===== config.mk =====
export PLATFORM = sky130hd
export DESIGN_NAME = wb_arbiter_flat
export DESIGN_NICKNAME = d
export VERILOG_FILES = /design/src/rtl/ooop_types.sv /design/src/rtl/wb_arbiter_if.sv /design/src/rtl/wb_fifo.sv /design/src/rtl/wb_arbiter.sv /design/src/flat_wrapper.sv
export SDC_FILE = /design/constraint.sdc
export NUM_CORES = 1
export LEC_CHECK = 0
export ABC_AREA = 1
export CORE_UTILIZATION = 30
export CTS_CLUSTER_DIAMETER = 120
export CTS_CLUSTER_SIZE = 14
export DETAILED_ROUTE_END_ITERATION = 16
export GPL_TIMING_DRIVEN = 0
export HOLD_SLACK_MARGIN = 0.08
export PLACE_DENSITY = 0.59
export SETUP_SLACK_MARGIN = 0.4
export SLEW_MARGIN = 20
export SYNTH_ARGS = -nofsm -noshare
export SYNTH_HDL_FRONTEND = slang
export SYNTH_SLANG_ARGS = --single-unit

===== constraint.sdc =====
create_clock -name clk -period 7.3 [get_ports clk]
set_clock_uncertainty 0.15 [all_clocks]
set_input_delay 0.73 -clock clk [delete_from_list [all_inputs] [get_ports clk]]
set_output_delay 0.73 -clock clk [all_outputs]
set_load 0.05 [all_outputs]

===== src/rtl/ooop_types.sv =====
// Shared out-of-order pipeline types.
// Writeback packet format and writeback source indices.
package ooop_types;

    localparam int ROB_TAG_W = 6;
    localparam int PRD_W     = 7;
    localparam int XLEN      = 32;

    typedef struct packed {
        logic                 valid;
        logic [ROB_TAG_W-1:0] rob_tag;
        logic                 rd_used;
        logic [PRD_W-1:0]     prd;
        logic [XLEN-1:0]      data;
    } wb_pkt_t;

    localparam int WB_N_SRC   = 3;
    localparam int WB_SRC_ALU = 0;
    localparam int WB_SRC_BR  = 1;
    localparam int WB_SRC_LSU = 2;

endpackage


===== src/rtl/wb_arbiter_if.sv =====
// Writeback arbiter bus: FU packets in, credits and CDB out.
// master = pipeline side, slave = arbiter side.
interface wb_arbiter_if
    import ooop_types::*;
#(
    parameter int N_SRC = WB_N_SRC
);

    wb_pkt_t [N_SRC-1:0] wb_i;
    logic                flush_i;
    logic [N_SRC-1:0]    fu_ready_o;
    wb_pkt_t             cdb_o;
    logic                overflow_o;

    modport master (
        output wb_i,
        output flush_i,
        input  fu_ready_o,
        input  cdb_o,
        input  overflow_o
    );

    modport slave (
        input  wb_i,
        input  flush_i,
        output fu_ready_o,
        output cdb_o,
        output overflow_o
    );

endinterface


===== src/rtl/wb_fifo.sv =====
// Single-source writeback FIFO with flush and overflow pulse.
// Head is read combinationally from the registered read pointer.
module wb_fifo
    import ooop_types::*;
#(
    parameter  int DEPTH = 4,
    localparam int AW    = $clog2(DEPTH),
    localparam int CW    = AW + 1
) (
    input  logic          clk,
    input  logic          rst_n,
    input  logic          flush_i,
    input  logic          push_i,
    input  wb_pkt_t       pkt_i,
    input  logic          pop_i,
    output wb_pkt_t       head_o,
    output logic [CW-1:0] count_o,
    output logic          ovf_o
);

    logic [AW-1:0] wr_ptr_q, wr_ptr_d;
    logic [AW-1:0] rd_ptr_q, rd_ptr_d;
    logic [CW-1:0] count_q, count_d;
    wb_pkt_t       mem_q [DEPTH];

    logic full;
    logic do_push;
    logic do_pop;

    always_comb begin
        full    = (count_q == CW'(DEPTH));
        do_pop  = pop_i && (count_q != '0);
        // A pop in the same cycle frees the slot being written at full.
        do_push = push_i && (!full || do_pop);
        ovf_o   = push_i && full && !do_pop;

        wr_ptr_d = wr_ptr_q;
        rd_ptr_d = rd_ptr_q;
        count_d  = count_q;
        if (flush_i) begin
            wr_ptr_d = '0;
            rd_ptr_d = '0;
            count_d  = '0;
        end else begin
            if (do_push) wr_ptr_d = wr_ptr_q + 1'b1;
            if (do_pop)  rd_ptr_d = rd_ptr_q + 1'b1;
            count_d = count_q + CW'(do_push) - CW'(do_pop);
        end
    end

    always_ff @(posedge clk or negedge rst_n) begin
        if (!rst_n) begin
            wr_ptr_q <= '0;
            rd_ptr_q <= '0;
            count_q  <= '0;
        end else begin
            wr_ptr_q <= wr_ptr_d;
            rd_ptr_q <= rd_ptr_d;
            count_q  <= count_d;
        end
    end

    always_ff @(posedge clk) begin
        if (do_push) mem_q[wr_ptr_q] <= pkt_i;
    end

    assign head_o  = mem_q[rd_ptr_q];
    assign count_o = count_q;

endmodule


===== src/rtl/wb_arbiter.sv =====
// Round-robin writeback arbiter: per-FU FIFOs serialised onto the CDB.
// Credits (fu_ready_o) keep two free slots per FIFO for the 1-cycle FU latency.
module wb_arbiter
    import ooop_types::*;
#(
    parameter int N_SRC = WB_N_SRC,
    parameter int DEPTH = 4
) (
    input logic         clk,
    input logic         rst_n,
    wb_arbiter_if.slave bus
);

    localparam int CW = $clog2(DEPTH) + 1;
    localparam int RW = (N_SRC > 1) ? $clog2(N_SRC) : 1;

    logic [RW-1:0]  rr_q, rr_d;
    logic           overflow_q, overflow_d;

    wb_pkt_t        head  [N_SRC];
    logic [CW-1:0]  count [N_SRC];
    logic [N_SRC-1:0] push;
    logic [N_SRC-1:0] pop;
    logic [N_SRC-1:0] ovf;
    logic [N_SRC-1:0] nonempty;
    logic [N_SRC-1:0] ready;

    logic           gnt_vld;
    logic [RW-1:0]  gnt_idx;
    int             idx;
    wb_pkt_t        cdb;

    for (genvar g = 0; g < N_SRC; g++) begin : g_src
        wb_fifo #(.DEPTH(DEPTH)) u_fifo (
            .clk     (clk),
            .rst_n   (rst_n),
            .flush_i (bus.flush_i),
            .push_i  (push[g]),
            .pkt_i   (bus.wb_i[g]),
            .pop_i   (pop[g]),
            .head_o  (head[g]),
            .count_o (count[g]),
            .ovf_o   (ovf[g])
        );
    end

    always_comb begin
        for (int i = 0; i < N_SRC; i++) begin
            push[i]     = bus.wb_i[i].valid && !bus.flush_i;
            nonempty[i] = (count[i] != '0);
            ready[i]    = ((CW'(DEPTH) - count[i]) >= CW'(2));
        end
    end

    // Search rr_q, rr_q+1, ... and take the first non-empty source.
    always_comb begin
        gnt_vld = 1'b0;
        gnt_idx = '0;
        idx     = 0;
        for (int k = 0; k < N_SRC; k++) begin
            idx = int'(rr_q) + k;
            if (idx >= N_SRC) idx = idx - N_SRC;
            if (!gnt_vld && nonempty[idx]) begin
                gnt_vld = 1'b1;
                gnt_idx = RW'(idx);
            end
        end
    end

    always_comb begin
        pop        = '0;
        cdb        = '0;
        rr_d       = rr_q;
        overflow_d = overflow_q | (|ovf);
        if (bus.flush_i) begin
            rr_d = '0;
        end else if (gnt_vld) begin
            pop[gnt_idx] = 1'b1;
            cdb          = head[gnt_idx];
            cdb.valid    = 1'b1;
            rr_d = (gnt_idx == RW'(N_SRC - 1)) ? '0 : gnt_idx + 1'b1;
        end
    end

    always_ff @(posedge clk or negedge rst_n) begin
        if (!rst_n) begin
            rr_q       <= '0;
            overflow_q <= 1'b0;
        end else begin
            rr_q       <= rr_d;
            overflow_q <= overflow_d;
        end
    end

    assign bus.cdb_o      = cdb;
    assign bus.fu_ready_o = ready;
    assign bus.overflow_o = overflow_q;

endmodule

===== src/flat_wrapper.sv =====
// flat-port wrapper written by rule: the top's interface ports become plain ports
module wb_arbiter_flat import ooop_types::*;
#(
    parameter int N_SRC = WB_N_SRC,
    parameter int DEPTH = 4
)
  (clk, rst_n, bus_wb_i, bus_flush_i, bus_fu_ready_o, bus_cdb_o, bus_overflow_o);
  wb_arbiter_if #(.N_SRC(N_SRC)) bus_i ();
  input logic clk;
  input logic rst_n;
  input wire logic [$bits(bus_i.wb_i)-1:0] bus_wb_i;
  input wire logic [$bits(bus_i.flush_i)-1:0] bus_flush_i;
  output wire logic [$bits(bus_i.fu_ready_o)-1:0] bus_fu_ready_o;
  output wire logic [$bits(bus_i.cdb_o)-1:0] bus_cdb_o;
  output wire logic [$bits(bus_i.overflow_o)-1:0] bus_overflow_o;
  assign bus_i.wb_i = bus_wb_i;
  assign bus_i.flush_i = bus_flush_i;
  assign bus_fu_ready_o = bus_i.fu_ready_o;
  assign bus_cdb_o = bus_i.cdb_o;
  assign bus_overflow_o = bus_i.overflow_o;
  wb_arbiter #(.N_SRC(N_SRC), .DEPTH(DEPTH)) u_core (.clk(clk), .rst_n(rst_n), .bus(bus_i));
endmodule

## After elaboration in Yosys (flattened, before gate mapping)

Memories as Yosys holds them, arrays and structs flattened.
Index checks and enable logic that the tools add are counted.

- Add/sub/neg operators: 21
- Magnitude comparators: 12
- Eq/ne operators: 4
- Mux-type cells: 51
- Bitwise operators: 2
- Reduce and logical (&&, ||, !) cells: 41

Operator list:

| cell | number |
|---|---|
| < comparator 32 x 4 -> 1 bit, second input constant | 3 |
| two-way mux 32 bit | 3 |
| binary-select mux 47 bit (select 2 bit) | 1 |
| two-way mux 47 bit | 2 |
| two-way mux 46 bit | 2 |
| greater-or-equal comparator 32 x 3 -> 1 bit, second input constant | 2 |
| subtractor 32 x 3 -> 32 bit, second input constant | 2 |
| two-way mux 2 bit | 18 |
| logical AND 1 bit | 18 |
| two-way mux 1 bit | 16 |
| two-way mux 3 bit | 5 |
| adder 2 x 1 -> 2 bit, second input constant | 7 |
| nonzero test 2 bit | 7 |
| adder 3 x 1 -> 3 bit | 3 |
| equality test 3 bit, second input constant | 3 |
| greater-or-equal comparator 3 x 2 -> 1 bit, second input constant | 3 |
| zero test 1 bit | 9 |
| nonzero test 3 bit | 3 |
| subtractor 3 x 1 -> 3 bit | 3 |
| subtractor 3 bit, first input constant | 3 |
| binary-select mux 1 bit (select 2 bit) | 3 |
| adder 2 x 1 -> 3 bit, second input constant | 1 |
| adder 2 x 2 -> 3 bit, second input constant | 1 |
| greater-or-equal comparator 3 bit, second input constant | 1 |
| 10 further kinds | 12 |

- Register bits after elaboration: 24
- RAM bits: 564
- Input port bits: 144
- Output and inout bits: 51
- Word-level logic and storage cells: 145
- Memories: 3

Memories:

| memory | words | bits a word | read ports | clocked after memory_dff | write ports | RTL line | text |
|---|---|---|---|---|---|---|---|
| u_core.g_src[0].u_fifo.mem_q | 4 | 47 | 1 | 0 | 1 | wb_fifo.sv:24 | `wb_pkt_t mem_q [DEPTH];` |
| u_core.g_src[1].u_fifo.mem_q | 4 | 47 | 1 | 0 | 1 | wb_fifo.sv:24 |  |
| u_core.g_src[2].u_fifo.mem_q | 4 | 47 | 1 | 0 | 1 | wb_fifo.sv:24 |  |

## Longest topological paths before layout

- Depth after elaboration: 24
- Mapped depth: 20
- Depth with buffers taken out: 20

## Modules after synthesis

Synthesis repeated with hierarchy kept, for this count alone.

- Cells, all modules: 1,912
- Area total of the unflattened synthesis: 24,058.1 um^2

Modules (own cells, without submodules):

| module | instances | cells each | area an instance (um^2) | sequential area each (um^2) |
|---|---|---|---|---|
| wb_fifo | 3 | 518 | 7,450.9 | 5,820.6 |
| wb_arbiter | 1 | 358 | 1,705.4 | 75.1 |

## Least setup slack after synthesis

Ideal clock, no wire load.

- Path type: reg-to-reg
- Start point: register u_core.g_src[1].u_fifo.count_q[1]
- End point: memory u_core.g_src[0].u_fifo.mem_q[0][0] in the netlist's numbering (enable)
- Library setup time: 450 ps
- Arrival: 3,784 ps
- Required time: 6,700 ps
- Setup slack: 2,917 ps
- Stages on the path, launching flop included: 15
- Path buffers: 0
- Period minus slack after synthesis: 4,383 ps
- Cell sequence: dfrtp_1 inv_1 ha_1 ha_1 inv_1 nand2_1 nand3_1 nand2_1 nand4_1 nand2_1 nor2_4 nand3_1 nand2_1 nand2_2 nor2_1

- Word-level cells in the longest chain between the ends: 22
- Elaborated cells on any way between the ends: 32
- Those cells by class: order compare: 2; mux: 21; reduce/logical: 9

RTL lines:

| item | RTL line | text |
|---|---|---|
| from (decl) | wb_fifo.sv:23 | `logic [CW-1:0] count_q, count_d;` |
| from (signal assigned) | wb_fifo.sv:59 | `count_q <= count_d;` |
| nonzero test 3 bit (*) | wb_arbiter.sv:50 | `nonempty[i] = (count[i] != '0);` |
| binary-select mux 1 bit (select 2 bit) | wb_arbiter.sv:63 | `if (!gnt_vld && nonempty[idx]) begin` |
| two-way mux 1 bit (implied by the code) (2 in series) | wb_arbiter.sv:63 |  |
| two-way mux 1 bit | wb_arbiter.sv:63 |  |
| zero test 1 bit | wb_arbiter.sv:63 |  |
| logical AND 1 bit | wb_arbiter.sv:63 |  |
| two-way mux 1 bit | wb_arbiter.sv:63 |  |
| zero test 1 bit | wb_arbiter.sv:63 |  |
| [... 5 more ...] | n/a |  |
| demux 1 bit (select 2 bit) | n/a |  |
| two-way mux 3 bit (*) | wb_arbiter.sv:77 | `end else if (gnt_vld) begin` |
| two-way mux 3 bit (*) | wb_arbiter.sv:75 | `if (bus.flush_i) begin` |
| logical AND 1 bit (*) | wb_fifo.sv:32 | `do_pop = pop_i && (count_q != '0);` |
| logical OR 1 bit (*) | wb_fifo.sv:34 | `do_push = push_i && (!full \|\| do_pop);` |
| logical AND 1 bit (*) | wb_fifo.sv:34 |  |
| two-way mux 1 bit (*) | wb_fifo.sv:64 | `if (do_push) mem_q[wr_ptr_q] <= pkt_i;` |
| two-way mux 1 bit (implied by the code) (*) | wb_fifo.sv:64 |  |
| to (decl) | wb_fifo.sv:24 |  |

Mark *: on every way between the ends. The rest lies on a longest branch, timed or not. The select of a mux whose other input is x is not followed.

## Worst setup path in the final report

- Start point: register u_core.g_src[1].u_fifo.count_q[1]
- End point: output bus_cdb_o[36]

- Word-level cells in the longest chain between the ends: 17
- Elaborated cells on any way between the ends: 26
- Those cells by class: mux: 20; bitwise: 1; reduce/logical: 5

RTL lines:

| item | RTL line | text |
|---|---|---|
| nonzero test 3 bit (*) | wb_arbiter.sv:50 |  |
| binary-select mux 1 bit (select 2 bit) | wb_arbiter.sv:63 |  |
| two-way mux 1 bit (implied by the code) (2 in series) | wb_arbiter.sv:63 |  |
| two-way mux 1 bit | wb_arbiter.sv:63 |  |
| zero test 1 bit | wb_arbiter.sv:63 |  |
| logical AND 1 bit | wb_arbiter.sv:63 |  |
| two-way mux 1 bit | wb_arbiter.sv:63 |  |
| zero test 1 bit | wb_arbiter.sv:63 |  |
| logical AND 1 bit | wb_arbiter.sv:63 |  |
| two-way mux 2 bit | wb_arbiter.sv:63 |  |
| inverter 2 -> 3 bit (implied by the code) | wb_arbiter.sv:79 | `cdb = head[gnt_idx];` |
| binary-select mux 47 bit (select 2 bit) | wb_arbiter.sv:79 |  |
| two-way mux 46 bit (implied by the code) (2 in series) | wb_arbiter.sv:79 |  |
| two-way mux 47 bit (*) | wb_arbiter.sv:77 |  |
| two-way mux 47 bit (*) | wb_arbiter.sv:75 |  |
| to (decl) | flat_wrapper.sv:14 | `output wire logic [$bits(bus_i.cdb_o)-1:0] bus_cdb_o;` |

Marked as above.

==> metrics.log <==
INFO  metric post_cts_buffers = 0
INFO  metric synthesis.area_per_instance = ~13 um2
INFO  metric finalNonFillerCells = 3,107
INFO  metric fillCellCount = 7,224
INFO  metric worst_setup_path_startpoint = u_core.g_src[1].u_fifo.count_o[1]
INFO  metric setup_violations_final = 0
INFO  metric drtIter0Drc = 1,643
INFO  metric clkTransAtPathRegs = 0.07 ns
INFO  metric number_of_routed_nets_with_antenna_violations = 0
INFO  metric synthToLayoutAreaGrowth = 22.30%
INFO  metric detailedRoute.firstPassIterationCount = 6
INFO  metric share_of_layout_cells_above_drive_strength_1 = 0.05933
INFO  metric detail_routed_net_length_per_standard_cell = 23.03 um
INFO  metric core_area = 76,450 um2
INFO  metric place_inst = 3,033
INFO  metric rrSetupSlack = roughly 3.4 ns
INFO  metric yosys.area.top_type = sky130_fd_sc_hd__edfxtp_1
INFO  metric post-route-min-period = 5.281 ns
INFO  metric remaining_drc_errors = 0
INFO  metric ys_warn_count = 0
INFO  metric ioPinCount = between 150 and 200
INFO  metric maxSlewViolCount = 0
INFO  metric yosysSeqAreaShare = 0.7355
INFO  metric critPathArrivalTime = approximately 4.4 ns
INFO  metric route.final.wire_length = 71.56 mm
INFO  metric track_usage = 0.1778
INFO  metric place_ws = 2.513 ns
INFO  metric mappedNetlistArea = 23,350 um2
INFO  metric finalSetupTns = 0 ns
INFO  metric peakVddDrop = 0.0004481 V
INFO  metric final.hold.worst_slack = 0.3446 ns
INFO  metric min-delay-path-class = reg -> reg
INFO  metric worst-slew-pin-transition = 0.8277 ns
INFO  metric die_width = 281.0 um
INFO  metric ctsResizeCount = 0
INFO  metric rows = 101
INFO  metric initial_core_util = 0.3055
INFO  metric synth_net_count = ~2,000
INFO  metric slew-limit-headroom = 0.4482
INFO  metric synthDistinctLibCells = 33
INFO  metric status = finished clean
INFO  metric first_pass_grt_wire_length = 102.4 mm
INFO  metric synth_top_flop_cell = sky130_fd_sc_hd__edfxtp_1
INFO  metric static-leakage-power = 0.009760 uW
INFO  metric synthCells = around 1,800
INFO  metric setup.worst_path.end = bus_cdb_o[36]
INFO  metric fmaxAchievable = 0.1894 GHz
INFO  metric cts.htree.levels = 2
INFO  metric worstSkewPairLatency = about 0.59 ns
INFO  metric worstSetupPathType = reg -> out
INFO  metric synth-edff-count = 552
INFO  metric synthTopCellsByArea = sky130_fd_sc_hd__edfxtp_1 71%, sky130_fd_sc_hd__nand2_1 6.5%, sky130_fd_sc_hd__a21oi_1 3.0%, sky130_fd_sc_hd__dfrtp_1 2.6%, sky130_fd_sc_hd__a32o_1 2.0%
INFO  metric grt_pass1_vias = around 15,000
INFO  metric type_of_origin_of_the_critical_path = register
INFO  metric grt_setup_unrepaired = no
INFO  metric grt_antenna_before_repair = 14
INFO  metric r2r-start = u_core.g_src[1].u_fifo.count_o[1]
INFO  metric die-height = 281.0 um
INFO  metric r2r-end = u_core.g_src[0].u_fifo.mem_q[1][22]
INFO  metric gp_congestion = between 0.8 and 0.9
INFO  metric yosys_register_bits = 576
INFO  metric power_density = around 400 nW/um2
INFO  metric top_cell_type_s_share_of_synthesized_area = 0.7097
INFO  metric grt_start_max_net_pins = 25
INFO  metric cp.required = 6.42 ns
INFO  metric reg2regPathDepth = 16
INFO  metric clockRootBuffer = sky130_fd_sc_hd__clkbuf_16
INFO  metric fraction_of_registers_with_async_set_reset = 0.04167
INFO  metric tritoncts.num_buffers = 47
INFO  metric layout_setup_ws = 2.019 ns
INFO  metric timing.final.hold_violations = 0
INFO  metric vias = 15,870
INFO  metric number_of_nets_at_the_end_of_the_flow = 2,234
INFO  metric cts_hold_buf = 1
INFO  metric worstPathMaxFanout = 10
INFO  metric route.detailed.vias_per_inst = 5.107
INFO  metric die_footprint = 78,970 um2
INFO  metric cts-root-to-sink-buffers = 3
INFO  metric crit_path_end_kind = output pin
INFO  metric grt-ovfl-total = 0
INFO  metric detailed_place_hpwl = 51.12 mm
INFO  metric drv.max_cap_violation_count = 0
INFO  metric cts_tree = done
INFO  metric fin_crit_sh = 0.7234
INFO  metric power = around 11,000 uW
INFO  metric port_buffers = 194
INFO  metric cts.sinks = 576
==> flip-flops by register name, indices dropped and copies added, names as in the netlist <==
name / flops
u_core.g_src.u_fifo.mem_q: 552
u_core.g_src.u_fifo.count_o: 9
u_core.g_src.u_fifo.rd_ptr_q: 6
u_core.g_src.u_fifo.wr_ptr_q: 6
u_core.rr_q: 2
u_core.bus.overflow_o: 1
==> kinds of logic (layout without fill, tap and decap cells) <==
| kind of cell | count (synthesis) | after routing | synth area share |
|---|---|---|---|
| XOR/XNOR | 7 | 7 | 0.002625 |
| other | 0 | 4 | 0 |
| adder cells (fa/ha/maj) | 37 | 37 | 0.02079 |
| buffers and inverters | 174 | 462 | 0.03118 |
| AO/OA/AOI/OAI | 427 | 427 | 0.1164 |
| flip-flops | 576 | 576 | 0.7355 |
| AND/OR/NAND/NOR | 564 | 564 | 0.09359 |
==> where the power goes <==
part	leakage (uW)	switching (uW)	internal (uW)
registers	0.00533	78.6	3860
clock network	0.000631	1120	1200
logic	0.00380	3490	1430
==> worst min-delay path by stage <==
stage	depth (start not counted)	slack (ns)	to	start
after global placement	2	0.32	u_core.bus.overflow_o	u_core.bus.overflow_o
after floorplan	0	0.28	u_core.bus.overflow_o	rst_n
after detailed placement	2	0.33	u_core.bus.overflow_o	u_core.bus.overflow_o
after CTS	2	0.34	u_core.bus.overflow_o	u_core.bus.overflow_o
final	2	0.34	u_core.bus.overflow_o	u_core.bus.overflow_o
after global routing	2	0.37	u_core.bus.overflow_o	u_core.bus.overflow_o
==> metrics by stage <==
stage | instance area, um2 | utilization
final | 28560 | 0.3736
after global routing | 28560 | 0.3735
after CTS | 28550 | 0.3735
after detailed placement | 27230 | 0.3562
after global placement | 26590 | 0.3477
after floorplan | 23350 | -
==> critical path: stages, from the launching register on <==
cell,delay [ns]
sky130_fd_sc_hd__dfrtp_1,0.44
sky130_fd_sc_hd__inv_1,0.07
sky130_fd_sc_hd__ha_1,0.23
sky130_fd_sc_hd__ha_1,0.26
sky130_fd_sc_hd__inv_1,0.10
sky130_fd_sc_hd__nand2_1,0.07
sky130_fd_sc_hd__nand3_1,0.09
sky130_fd_sc_hd__nand2_1,0.10
sky130_fd_sc_hd__nand4_1,0.15
sky130_fd_sc_hd__nand2_1,0.11
sky130_fd_sc_hd__nor2_4,0.25
sky130_fd_sc_hd__buf_6,0.23
sky130_fd_sc_hd__buf_4,0.21
sky130_fd_sc_hd__o211ai_1,0.15
sky130_fd_sc_hd__a21oi_1,0.45
sky130_fd_sc_hd__clkdlybuf4s50_1,0.90
==> cell usage in the layout (no fill, tap or decap), types with 6 or more instances in the layout <==
| cell type | n |
|---|---|
| sky130_fd_sc_hd__a21oi_1 | 142 |
| sky130_fd_sc_hd__a32o_1 | 46 |
| sky130_fd_sc_hd__a32oi_1 | 46 |
| sky130_fd_sc_hd__buf_1 | 11 |
| sky130_fd_sc_hd__buf_12 | 13 |
| sky130_fd_sc_hd__buf_16 | 11 |
| sky130_fd_sc_hd__buf_2 | 19 |
| sky130_fd_sc_hd__buf_6 | 6 |
| sky130_fd_sc_hd__clkbuf_1 | 97 |
| sky130_fd_sc_hd__clkbuf_16 | 48 |
| sky130_fd_sc_hd__clkdlybuf4s50_1 | 193 |
| sky130_fd_sc_hd__dfrtp_1 | 24 |
| sky130_fd_sc_hd__edfxtp_1 | 552 |
| sky130_fd_sc_hd__ha_1 | 34 |
| sky130_fd_sc_hd__inv_1 | 53 |
| sky130_fd_sc_hd__nand2_1 | 407 |
| sky130_fd_sc_hd__nand3_1 | 27 |
| sky130_fd_sc_hd__nor2_1 | 109 |
| sky130_fd_sc_hd__nor2_4 | 13 |
| sky130_fd_sc_hd__o211ai_1 | 46 |
| sky130_fd_sc_hd__o21ai_0 | 92 |
| sky130_fd_sc_hd__o21ai_1 | 6 |
| sky130_fd_sc_hd__o22ai_1 | 47 |
==> synth_stat cells, types with 34 or more instances <==
master,count
sky130_fd_sc_hd__clkbuf_1,79
sky130_fd_sc_hd__a21oi_1,142
sky130_fd_sc_hd__ha_1,34
sky130_fd_sc_hd__nand2_1,407
sky130_fd_sc_hd__o21ai_0,92
sky130_fd_sc_hd__inv_1,53
sky130_fd_sc_hd__o211ai_1,46
sky130_fd_sc_hd__nor2_1,121
sky130_fd_sc_hd__edfxtp_1,552
sky130_fd_sc_hd__o22ai_1,47
sky130_fd_sc_hd__a32o_1,46
sky130_fd_sc_hd__a32oi_1,46
==> metal layers <==
metal,vias to the layer above,share of wire,routed length (um),track usage
li1,7110,-,-,-
met1,7961,0.42,29780,0.2370
met2,664,0.47,33670,0.2858
met3,113,0.087,6197,0.04531
met4,20,0.025,1797,0.04876
met5,-,0.0016,115,0
==> final cells by class <==
type | instances | area (um2) | area share
timing repair buffer | 219 | 2510 | 0.08787
tap | 1030 | 1289 | 0.04512
multi-input combinational | 1035 | 5540 | 0.1940
clock buffer | 66 | 1269 | 0.04442
antenna | 4 | 10.01 | 0.0003504
clock inverter | 3 | 41.29 | 0.001446
inverter | 58 | 217.7 | 0.007622
buffer | 116 | 510.5 | 0.01787
sequential | 576 | 17180 | 0.6013
(Power assumes the default switching activity.)
